===== src/rtl/mem_stage_pkg.sv =====
// Shared widths, register-file constants and load/store funct3 encodings
// for the memory-access stage and its neighbours.
package mem_stage_pkg;

    localparam int RegLen     = 32;
    localparam int RegAddrLen = 5;

    localparam logic [RegLen-1:0]     ZERO_WORD = '0;
    localparam logic [RegAddrLen-1:0] X0        = '0;

    localparam logic [2:0] LB  = 3'b000;
    localparam logic [2:0] LH  = 3'b001;
    localparam logic [2:0] LW  = 3'b010;
    localparam logic [2:0] LBU = 3'b100;
    localparam logic [2:0] LHU = 3'b101;
    localparam logic [2:0] SB  = 3'b000;
    localparam logic [2:0] SH  = 3'b001;
    localparam logic [2:0] SW  = 3'b010;

    typedef enum logic {
        IDLE = 1'b0,
        BUSY = 1'b1
    } mem_state_e;

    // Index of the final byte of an access; anything not B or H moves a word.
    function automatic logic [1:0] last_byte_idx(input logic [2:0] funct3);
        if (funct3[1:0] == SB[1:0]) return 2'd0;
        if (funct3[1:0] == SH[1:0]) return 2'd1;
        if (funct3[1:0] == SW[1:0]) return 2'd3;
        return 2'd3;
    endfunction

endpackage


===== src/rtl/mem_stage_load_extend.sv =====
// Sign/zero extension of an assembled load word according to funct3.
module load_extend
    import mem_stage_pkg::*;
(
    input  logic [RegLen-1:0] word,
    input  logic [2:0]        funct3,
    output logic [RegLen-1:0] ext
);

    logic signed [7:0]  byte_s;
    logic signed [15:0] half_s;

    always_comb begin
        byte_s = word[7:0];
        half_s = word[15:0];
        case (funct3)
            LB:      ext = {{(RegLen-8){byte_s[7]}}, byte_s};
            LH:      ext = {{(RegLen-16){half_s[15]}}, half_s};
            LBU:     ext = {{(RegLen-8){1'b0}}, word[7:0]};
            LHU:     ext = {{(RegLen-16){1'b0}}, word[15:0]};
            LW:      ext = word;
            default: ext = word;
        endcase
    end

endmodule


===== src/rtl/mem_stage.sv =====
// Memory-access stage: byte-serial loads/stores over an 8-bit port and a
// registered one-cycle write-back pulse toward the register file.
module mem_stage
    import mem_stage_pkg::*;
(
    input  logic                  clk,
    input  logic                  rst_n,
    input  logic                  ex_valid_i,
    input  logic                  ex_load_i,
    input  logic                  ex_store_i,
    input  logic [2:0]            ex_funct3_i,
    input  logic                  ex_rd_en_i,
    input  logic [RegAddrLen-1:0] ex_rd_addr_i,
    input  logic [RegLen-1:0]     ex_result_i,
    input  logic [RegLen-1:0]     ex_store_data_i,
    output logic                  stall_o,
    output logic                  mem_req_o,
    output logic                  mem_we_o,
    output logic [RegLen-1:0]     mem_addr_o,
    output logic [7:0]            mem_wdata_o,
    input  logic                  mem_ack_i,
    input  logic [7:0]            mem_rdata_i,
    output logic                  wb_enable_o,
    output logic [RegAddrLen-1:0] wb_addr_o,
    output logic [RegLen-1:0]     wb_data_o
);

    mem_state_e            state;
    logic [1:0]            k;
    logic [1:0]            k_last;
    logic                  store_p0;
    logic [RegLen-1:0]     addr_p0;
    logic [RegLen-1:0]     store_data_p0;
    logic [RegLen-1:0]     asm_p0;
    logic [2:0]            funct3_p0;
    logic [RegAddrLen-1:0] rd_p0;

    logic                  busy;
    logic                  accept_mem;
    logic [RegLen-1:0]     asm_next;
    logic [RegLen-1:0]     load_ext;

    assign busy       = (state == BUSY);
    assign accept_mem = (state == IDLE) && ex_valid_i && (ex_load_i || ex_store_i);
    assign stall_o    = busy || accept_mem;

    // Outputs are gated by BUSY so an async reset clears them immediately.
    assign mem_req_o   = busy;
    assign mem_we_o    = busy && store_p0;
    assign mem_addr_o  = busy ? addr_p0 + RegLen'(k) : ZERO_WORD;
    assign mem_wdata_o = busy ? store_data_p0[{k, 3'b000} +: 8] : 8'h00;

    always_comb begin
        asm_next = asm_p0;
        asm_next[{k, 3'b000} +: 8] = mem_rdata_i;
    end

    load_extend u_load_extend (
        .word   (asm_next),
        .funct3 (funct3_p0),
        .ext    (load_ext)
    );

    // p0: instruction latch and load assembly register
    always_ff @(posedge clk) begin
        if (accept_mem) begin
            addr_p0       <= ex_result_i;
            funct3_p0     <= ex_funct3_i;
            rd_p0         <= ex_rd_addr_i;
            store_data_p0 <= ex_store_data_i;
        end
        if (busy && mem_ack_i) begin
            asm_p0 <= asm_next;
        end
    end

    // p1: FSM, byte counter and registered write-back
    always_ff @(posedge clk or negedge rst_n) begin
        if (!rst_n) begin
            state       <= IDLE;
            k           <= 2'd0;
            k_last      <= 2'd0;
            store_p0    <= 1'b0;
            wb_enable_o <= 1'b0;
            wb_addr_o   <= X0;
            wb_data_o   <= ZERO_WORD;
        end else begin
            wb_enable_o <= 1'b0;
            case (state)
                IDLE: begin
                    if (ex_valid_i) begin
                        if (ex_load_i || ex_store_i) begin
                            store_p0 <= ex_store_i;
                            k        <= 2'd0;
                            k_last   <= last_byte_idx(ex_funct3_i);
                            state    <= BUSY;
                        end else begin
                            wb_enable_o <= ex_rd_en_i && (ex_rd_addr_i != X0);
                            wb_addr_o   <= ex_rd_addr_i;
                            wb_data_o   <= ex_result_i;
                        end
                    end
                end
                BUSY: begin
                    if (mem_ack_i) begin
                        k <= k + 2'd1;
                        if (k == k_last) begin
                            k     <= 2'd0;
                            state <= IDLE;
                            if (!store_p0) begin
                                wb_enable_o <= (rd_p0 != X0);
                                wb_addr_o   <= rd_p0;
                                wb_data_o   <= load_ext;
                            end
                        end
                    end
                end
                default: state <= IDLE;
            endcase
        end
    end

endmodule


===== config.mk =====
export PLATFORM = sky130hd
export DESIGN_NAME = mem_stage
export DESIGN_NICKNAME = d
export VERILOG_FILES = /design/src/rtl/mem_stage_pkg.sv /design/src/rtl/mem_stage_load_extend.sv /design/src/rtl/mem_stage.sv
export SDC_FILE = /design/constraint.sdc
export NUM_CORES = 1
export LEC_CHECK = 0
export ABC_AREA = 1
export BUFFER_PORTS_ARGS = -buffer_cell sky130_fd_sc_hd__buf_4
export CORE_MARGIN = 2
export CORE_UTILIZATION = 50
export DETAILED_ROUTE_END_ITERATION = 10
export PLACE_DENSITY_LB_ADDON = 0.15
export SYNTH_ARGS = -nofsm -noshare
export SYNTH_HDL_FRONTEND = slang
export SYNTH_SLANG_ARGS = --single-unit

===== constraint.sdc =====
create_clock -name clk -period 3.7 [get_ports clk]
set_input_delay 0.74 -clock clk [delete_from_list [all_inputs] [get_ports clk]]
set_output_delay 0.74 -clock clk [all_outputs]
set_load 0.05 [all_outputs]

==> results of run 1 <==
[state kept, by name, summed over array words and instances, names as in the netlist]
name and cells:
k_last 2, wb_data_o 32, asm_p0 32, store_p0 1
wb_addr_o 5, addr_p0 32, rd_p0 5, funct3_p0 3
wb_enable_o 1, mem_req_o 1, store_data_p0 32, k 2
[per-layer routing]
layer / wire length (um) / global-route usage [%] / vias up
met5: 0 / 0 / -
met3: 1090 / 5.44 / 35
met2: 8960 / 39.7 / 208
li1: - / - / 3182
met1: 8400 / 31.9 / 2884
met4: 526 / 10.0 / 0
[Yosys cell counts, types with 2 or more instances]
master	count	area, um2
nand2_1	305	1140
nor2_1	165	619
edfxtp_1	104	3120
nand3_1	47	235
dfrtp_1	44	1100
inv_1	41	154
o21ai_0	41	205
a21oi_1	17	85.1
nand3_2	14	140
o21ai_1	13	65.1
buf_2	10	50.1
nand2_2	9	56.3
buf_6	8	90.1
inv_2	8	30.0
clkbuf_1	7	26.3
ha_1	7	87.6
buf_4	5	37.5
mux2i_1	5	50.1
nor2_2	5	31.3
xnor2_1	5	43.8
nor3_1	2	10.0
o21a_1	2	15.0
xor2_1	2	17.5
[final timing paths]
| kind | endpoint | from | depth (start not counted) |
|---|---|---|---|
| min in group clk | wb_data_o[13] | wb_data_o[13] | 2 |
| max in group asynchronous | mem_req_o | rst_n | 1 |
| hold reg to reg | wb_data_o[13] | wb_data_o[13] | 2 |
| setup / recovery | mem_addr_o[26] | k[0] | 10 |
| hold / removal | wb_data_o[0] | rst_n | 1 |
| setup reg to reg | wb_data_o[17] | k[0] | 9 |
[placed cells by master, fill, tap and decap left out, types with 2 or more instances in the layout]
master | netlist | routed
nand2_1 | 305 | 304
buf_4 | 5 | 172
nor2_1 | 165 | 165
edfxtp_1 | 104 | 104
nand3_1 | 47 | 47
dfrtp_1 | 44 | 43
o21ai_0 | 41 | 41
inv_1 | 41 | 40
a21oi_1 | 17 | 17
clkbuf_16 | 0 | 17
nand3_2 | 14 | 14
o21ai_1 | 13 | 13
nand2_2 | 9 | 10
inv_2 | 8 | 9
ha_1 | 7 | 7
bufinv_16 | 0 | 6
nor2_2 | 5 | 5
xnor2_1 | 5 | 5
mux2i_1 | 5 | 5
clkinvlp_4 | 0 | 4
xor2_1 | 2 | 2
o21a_1 | 2 | 2
nor3_1 | 2 | 2
clkinv_1 | 0 | 2
clkinv_2 | 0 | 2
buf_12 | 0 | 2
[stage by stage]
| stage | std cells | instance area (um2) |
|---|---|---|
| 6_report | 1238 | 9560 |
| 3_5_place_dp | 1206 | 8890 |
| 3_3_place_gp | 1206 | 8890 |
| 4_1_cts | 1238 | 9560 |
| 5_1_grt | 1238 | 9560 |
| 2_1_floorplan | 879 | 7540 |
[critical path, delay by kind of cell, from the launching register on]
| kind | cells | cell delay, ps |
|---|---|---|
| AND/OR/NAND/NOR | 6 | 640 |
| flip-flops | 1 | 380 |
| adder cells (fa/ha/maj) | 2 | 630 |
| buffers and inverters | 2 | 300 |
[final cells by class]
cell class | instances | area [um2] | share of cell area (%)
inverters | 50 | 190 | 1.99
repair buffers | 174 | 1330 | 13.9
multi-input cells | 650 | 2920 | 30.5
clock inverters | 15 | 236 | 2.47
clock buffers | 17 | 425 | 4.45
flip-flops and latches | 148 | 4230 | 44.2
well taps | 184 | 230 | 2.41
[kinds of logic (layout without fill, tap and decap cells)]
group / after synthesis / count (layout) / share of synthesized area, %
XOR/XNOR: 7 / 7 / 0.814
multiplexers: 5 / 5 / 0.664
flip-flops: 148 / 148 / 56.1
adder cells (fa/ha/maj): 8 / 8 / 1.43
AND/OR/NAND/NOR: 552 / 552 / 30.2
AO/OA/AOI/OAI: 78 / 78 / 5.56
buffers and inverters: 81 / 256 / 5.28
[power groups by stage]
stage                     combinational, W  clock, W  sequential [W]
final                              0.00407   0.00191         0.00251
after global routing               0.00442   0.00202         0.00255
after CTS                          0.00409   0.00193         0.00251
after detailed placement           0.00407         0         0.00254
after global placement             0.00403         0         0.00253
after floorplan                    0.00241         0         0.00307
==> out/summary.txt, run 1 <==
Final Util = 65.3%
I/O pin cnt = 168
Cell Int Power = 0.00469 W
synthesized instance count = 879
H-tree Lvls = 4
PortBufs = 167
Power Dens Cells = 888 mW/mm2
antenna violations before repair = 0
clk_skew = 6.22 ps
max_cap viols = 0
Root Buffer = clkbuf_16
Req. time, crit path = 2960 ps
#FFs+latches synth = 148
via-per-instance ratio = 5.10
All-Layer GR Usage = 24.4%
CP Launch Type = flip-flop
Sw Pwr = 0.00380 W
Diodes inserted = 0
largest net degree at the start of global routing = 47
fin crit share = 84.3%
Hold Vio Cnt, Final = 0
CP max-delay cell = fa_1
post-detailed-route DRC marker count = 0
DRC violation total after the first TritonRoute iteration = 358
crit end category = output port
Rows = 44
pre-CTS setup slack = 1030 ps
Post-Synthesis Net Count = 974
Die X = 127 um
Sequential Power Share = 29.5%
vias in the first global route = 6079
Hold-fix buffers, CTS = 0
Switching Fraction = 44.8%
Nets = 1136
setup tns final = 0 ps
Hold WS = 323 ps
Overflow after GRT = 0
CTS tree = yes
main flop type after synthesis = edfxtp_1
crit-path cells = ha_1, fa_1, nand2_1, nor2_2, nand3_1, inv_1, nand3_1, nand2_1, nor2_1, buf_4
gpl congestion = 0.916
Pleak = 4.48 nW
critical path class = flip-flop to output port
Pre-Repair DR Iteration Count = 5
Die Y-Extent = 127 um
Synth warnings = 0
Core ar. = 0.0146 mm2
minimum clock period = 3120 ps
Slew headroom = 35.3%
remaining antenna violation count = 0
Logic pwr share = 47.9%
Worst Hold Class = input pin to async pin
maximum vdd ir drop = 0.000591 V
worst-path maximum fanout = 6
Clock Power Share = 22.5%
area grow syn2layout = 26.8%
worst path arrival time = 2380 ps
reg2reg setup slack = 1110 ps
status = completed
Fillers = 1268
Final Setup Violations = 0
Seq/Total Area, Yosys = 56.1%
final WL = 19000 um
clk slew on worst S/H paths = 60 ps
RSZ-0062 raised after global routing = false
Final HPWL DP = 13900 um
CTS Sinks = 148
Final Slew Violations = 0
Power, Total = 0.00849 W
Avg Cell Area, Syn = 8.57 um2
Post-CTS Setup Inserts = 0
DR WL/cell = 15.3 um
Tightest Pin Transition = 969 ps
Post-synth EDFFs = 104
Netlist cell types = 36
latest clock arrival within the worst-skew pair = 420 ps
layout cell share with drive strength beyond 1 = 23.4%
Setup WS post-layout = 583 ps
Post-Syn Area = 0.00754 mm2
CTS-repair resized insts = 0
first-pass GRT wire length = 30300 um
Vias = 6309
Initial Util = 51.5%
DIE AREA = 0.0161 mm2
CTS Buf Count = 17
Async SR Flop Fraction = 29.7%
Clock Path Buffers = 2
Achievable Freq = 0.321 GHz
slowest stage delay, CP = 400 ps
(Power assumes the default switching activity.)
==> inputs of run 2 (changes only) <==
Clock period 3.7 ns to 2.9 ns, I/O delays scaled along.
==> out/summary.txt, run 2 (synthesis results as in run 1) <==
antenna violations before repair = 0
reg2reg setup slack = 500 ps
I/O pin cnt = 168
Pleak = 4.47 nW
Switching Fraction = 45.4%
Clock Path Buffers = 2
PortBufs = 167
most common cell after layout, fill and taps aside = nand2_1
Final Slew Violations = 0
Sw Pwr = 0.00481 W
latest clock arrival within the worst-skew pair = 420 ps
maximum vdd ir drop = 0.000852 V
Die Y-Extent = 127 um
via-per-instance ratio = 5.03
Tightest Pin Transition = 616 ps
setup tns final = 0 ps
Hold-fix buffers, CTS = 0
pre-CTS setup slack = 381 ps
H-tree Lvls = 4
worst-path maximum fanout = 6
fin crit share = 95.5%
minimum clock period = 2770 ps
Nets = 1141
Achievable Freq = 0.361 GHz
critical path class = flip-flop to output port
area grow syn2layout = 27.5%
Final HPWL DP = 13800 um
clk_skew = 9.39 ps
Hold Vio Cnt, Final = 0
Diodes inserted = 0
Final Setup Violations = 0
first-pass GRT wire length = 29300 um
slowest stage delay, CP = 410 ps
crit end category = output port
Root Buffer = clkbuf_16
largest net degree at the start of global routing = 69
Req. time, crit path = 2320 ps
Initial Util = 51.5%
RSZ-0062 raised after global routing = false
clk slew on worst S/H paths = 60 ps
gpl congestion = 0.913
Pre-Repair DR Iteration Count = 5
CP Launch Type = flip-flop
DIE AREA = 0.0161 mm2
worst path arrival time = 2190 ps
DRC violation total after the first TritonRoute iteration = 323
Logic pwr share = 49.0%
crit-path cells = ha_4, fa_2, nand2_2, nor2_4, nand3_4, inv_1, nand3_1, nand2_1, nor2_1, buf_6
remaining antenna violation count = 0
max_cap viols = 0
post-detailed-route DRC marker count = 0
Final Util = 65.6%
Sequential Power Share = 30.5%
Cell Int Power = 0.00579 W
Vias = 6247
final WL = 18600 um
most frequent cells in the layout = nand2_1, buf_4, nor2_1
Worst Hold Class = input pin to async pin
DR WL/cell = 15.0 um
CP max-delay cell = edfxtp_1
Die X = 127 um
status = completed
Overflow after GRT = 0
Clock Power Share = 20.5%
Top Family by Delay on Critical Path = simple AND/OR/NAND/NOR gates
Setup WS post-layout = 132 ps
CTS tree = yes
WP buf/inv = 2
Power Dens Cells = 1100 mW/mm2
CTS Buf Count = 17
layout cell share with drive strength beyond 1 = 24.9%
vias in the first global route = 5979
Slew headroom = 58.9%
All-Layer GR Usage = 23.8%
Rows = 44
CTS Sinks = 148
Core ar. = 0.0146 mm2
-- run 2: changes by cell type in the layout (fill, tap and decap cells not counted), sizes merged --
| cell | previous run | this run |
|---|---|---|
| clkbuf | 17 | 22 |
| inv | 50 | 49 |
| buf | 174 | 179 |
| bufinv | 6 | 3 |
| clkinvlp | 4 | 3 |
-- run 2: worst paths after layout --
check                          startpoint        endpoint  cells after the start
hold reg to reg             wb_data_o[27]   wb_data_o[27]                      2
max in group asynchronous           rst_n            k[1]                      1
setup / recovery               addr_p0[0]  mem_addr_o[26]                     10
hold / removal                      rst_n    wb_data_o[1]                      1
setup reg to reg                     k[1]   wb_data_o[17]                      9
min in group clk           ex_funct3_i[2]    funct3_p0[2]                      1
-- run 2: cell type report --
cell class,count,area [um2]
Clock buffer,22,454
Clock inverter,10,133
Inverter,50,194
Tap cell,184,230
Fill cell,1252,5040
Sequential cell,148,4230
Timing Repair Buffer,179,1370
Multi-Input combinational cell,650,3000
-- run 2: metal layers --
| metal | global-route usage, % | wire length [um] |
|---|---|---|
| met5 | 0 | 0 |
| met4 | 10.7 | 576 |
| met3 | 6.07 | 1280 |
| met2 | 39.4 | 8970 |
| met1 | 29.6 | 7800 |
-- run 2: per-stage QoR --
stage	instance area [um2]	cells	total power [W]	hold WS (ps)
2_1_floorplan	7540	879	0.00699	284
3_3_place_gp	8920	1210	0.00839	464
3_5_place_dp	8920	1210	0.00843	466
4_1_cts	9520	1242	0.0106	189
5_1_grt	9610	1243	0.0112	214
6_report	9610	1243	0.0106	180
-- run 2: power by group through the flow --
stage	registers (W)	logic (W)	clock network, W
2_1_floorplan	0.00391	0.00308	0
3_3_place_gp	0.00325	0.00514	0
3_5_place_dp	0.00326	0.00517	0
4_1_cts	0.00323	0.00519	0.00221
5_1_grt	0.00329	0.00563	0.00231
6_report	0.00323	0.00520	0.00217
-- run 2: timing repair --
action / CTS / global route
pin swaps: 0 / 4
buffers inserted: 0 / 1
setup endpoints to repair: 5 / 18
resized for setup: 4 / 21
==> inputs of run 3 (changes only) <==
Settings changed: PLACE_DENSITY from default to 0.86, PLACE_DENSITY_LB_ADDON 0.15 to default.
==> out/summary.txt, run 3 (synthesis results as in run 1) <==
status = completed
worst path arrival time = 2320 ps
layout cell share with drive strength beyond 1 = 24.9%
largest net degree at the start of global routing = 69
Achievable Freq = 0.345 GHz
Tightest Pin Transition = 602 ps
Worst Hold Class = input pin to async pin
clk slew on worst S/H paths = 60 ps
most frequent cells in the layout = nand2_1, buf_4, nor2_1
slowest stage delay, CP = 440 ps
Diodes inserted = 0
H-tree Lvls = 4
CTS Buf Count = 17
Overflow after GRT = 0
Final Slew Violations = 0
CTS tree = yes
Req. time, crit path = 2320 ps
Initial Util = 51.5%
DR WL/cell = 15.7 um
most used routing layer = met2
I/O pin cnt = 168
critical path class = flip-flop to output port
Nets = 1141
CP max-delay cell = dfrtp_1
antenna violations before repair = 0
reg2reg setup slack = 240 ps
Hold WS = 183 ps
max_cap viols = 0
met2 Use GR = 39.9%
Hold Vio Cnt, Final = 0
Power Dens Cells = 1090 mW/mm2
worst-path maximum fanout = 6
CP Launch Type = flip-flop
Final Util = 65.4%
PortBufs = 167
Vias = 6476
gpl congestion = 0.940
latest clock arrival within the worst-skew pair = 410 ps
DRC violation total after the first TritonRoute iteration = 507
All-Layer GR Usage = 24.5%
via-per-instance ratio = 5.21
crit-path cells = ha_1, nand3_1, nand2_1, nand2_2, nor2_4, o21ai_0, a21oi_1, buf_4
area grow syn2layout = 27.1%
CTS Sinks = 148
Core ar. = 0.0146 mm2
pre-CTS setup slack = 337 ps
Rows = 44
crit end category = output port
clk_skew = 8.97 ps
most common cell after layout, fill and taps aside = nand2_1
final WL = 19500 um
first-pass GRT wire length = 30600 um
Hold-fix buffers, CTS = 0
vias in the first global route = 6193
Die X = 127 um
Slew headroom = 59.9%
minimum clock period = 2900 ps
Top Family by Delay on Critical Path = simple AND/OR/NAND/NOR gates
WP buf/inv = 1
Pleak = 4.44 nW
remaining antenna violation count = 0
post-detailed-route DRC marker count = 0
fin crit share = 99.8%
Final Setup Violations = 0
met1 GRT Util = 31.5%
Clock Path Buffers = 2
Root Buffer = clkbuf_16
DIE AREA = 0.0161 mm2
grt met3 use = 5.90%
maximum vdd ir drop = 0.000686 V
Pre-Repair DR Iteration Count = 5
Die Y-Extent = 127 um
RSZ-0062 raised after global routing = true
Setup WS post-layout = 4.68 ps
Final HPWL DP = 14200 um
run 3: cell types whose count changed in the layout (fill, tap and decap cells not counted), sizes merged:
cell      change
bufinv        -3
clkinvlp      +3
inv           +4
clkbuf        -5
clkinv        +1
run 3: worst register-to-register path: stages, from the launching register on:
cell	delay (ps)
dfrtp_1	420
buf_4	350
inv_4	200
ha_1	550
nand3_2	210
o21ai_2	240
nand2_2	290
nand3_1	190
nand2_1	70
nand2_1	70
run 3: metrics by stage:
step,TNS [ps],power [W],instances,area [um2]
after floorplan,0,0.00699,879,7540
after global placement,0,0.00838,1209,8940
after detailed placement,0,0.00847,1209,8940
after CTS,0,0.0105,1241,9490
after global routing,-351,0.0111,1243,9580
final,0,0.0105,1243,9580
run 3: metal layers:
metal | routed length, um | up-vias
met5 | 0 | -
met4 | 571 | 0
met3 | 1530 | 42
met2 | 9220 | 279
met1 | 8190 | 2972
li1 | - | 3183
run 3: what timing repair did:
item	in CTS	in global routing
buffers inserted	0	2
pin swaps	0	3
setup endpoints to repair	6	18
resized for setup	6	18
run 3: final cells by class:
cell class / count / area [um2]
repair buffers: 179 / 1390
clock buffers: 17 / 425
multi-input cells: 650 / 3000
clock inverters: 15 / 106
inverters: 50 / 194
well taps: 184 / 230
flip-flops and latches: 148 / 4230
fillers: 1198 / 5070
run 3: final timing paths:
check | end | start | cells after the start
setup / recovery | mem_addr_o[9] | k[1] | 8
hold / removal | wb_data_o[0] | rst_n | 1
setup reg to reg | wb_data_o[18] | k[0] | 9
hold reg to reg | wb_data_o[23] | wb_data_o[23] | 2
max in group asynchronous | mem_req_o | rst_n | 1
min in group clk | store_data_p0[9] | ex_store_data_i[9] | 1
run 3: power breakdown:
group	internal (W)	total, W	switching, W
Clock	0.00109	0.00196	0.000867
Combinational	0.00151	0.00527	0.00376
Sequential	0.00292	0.00325	0.000323
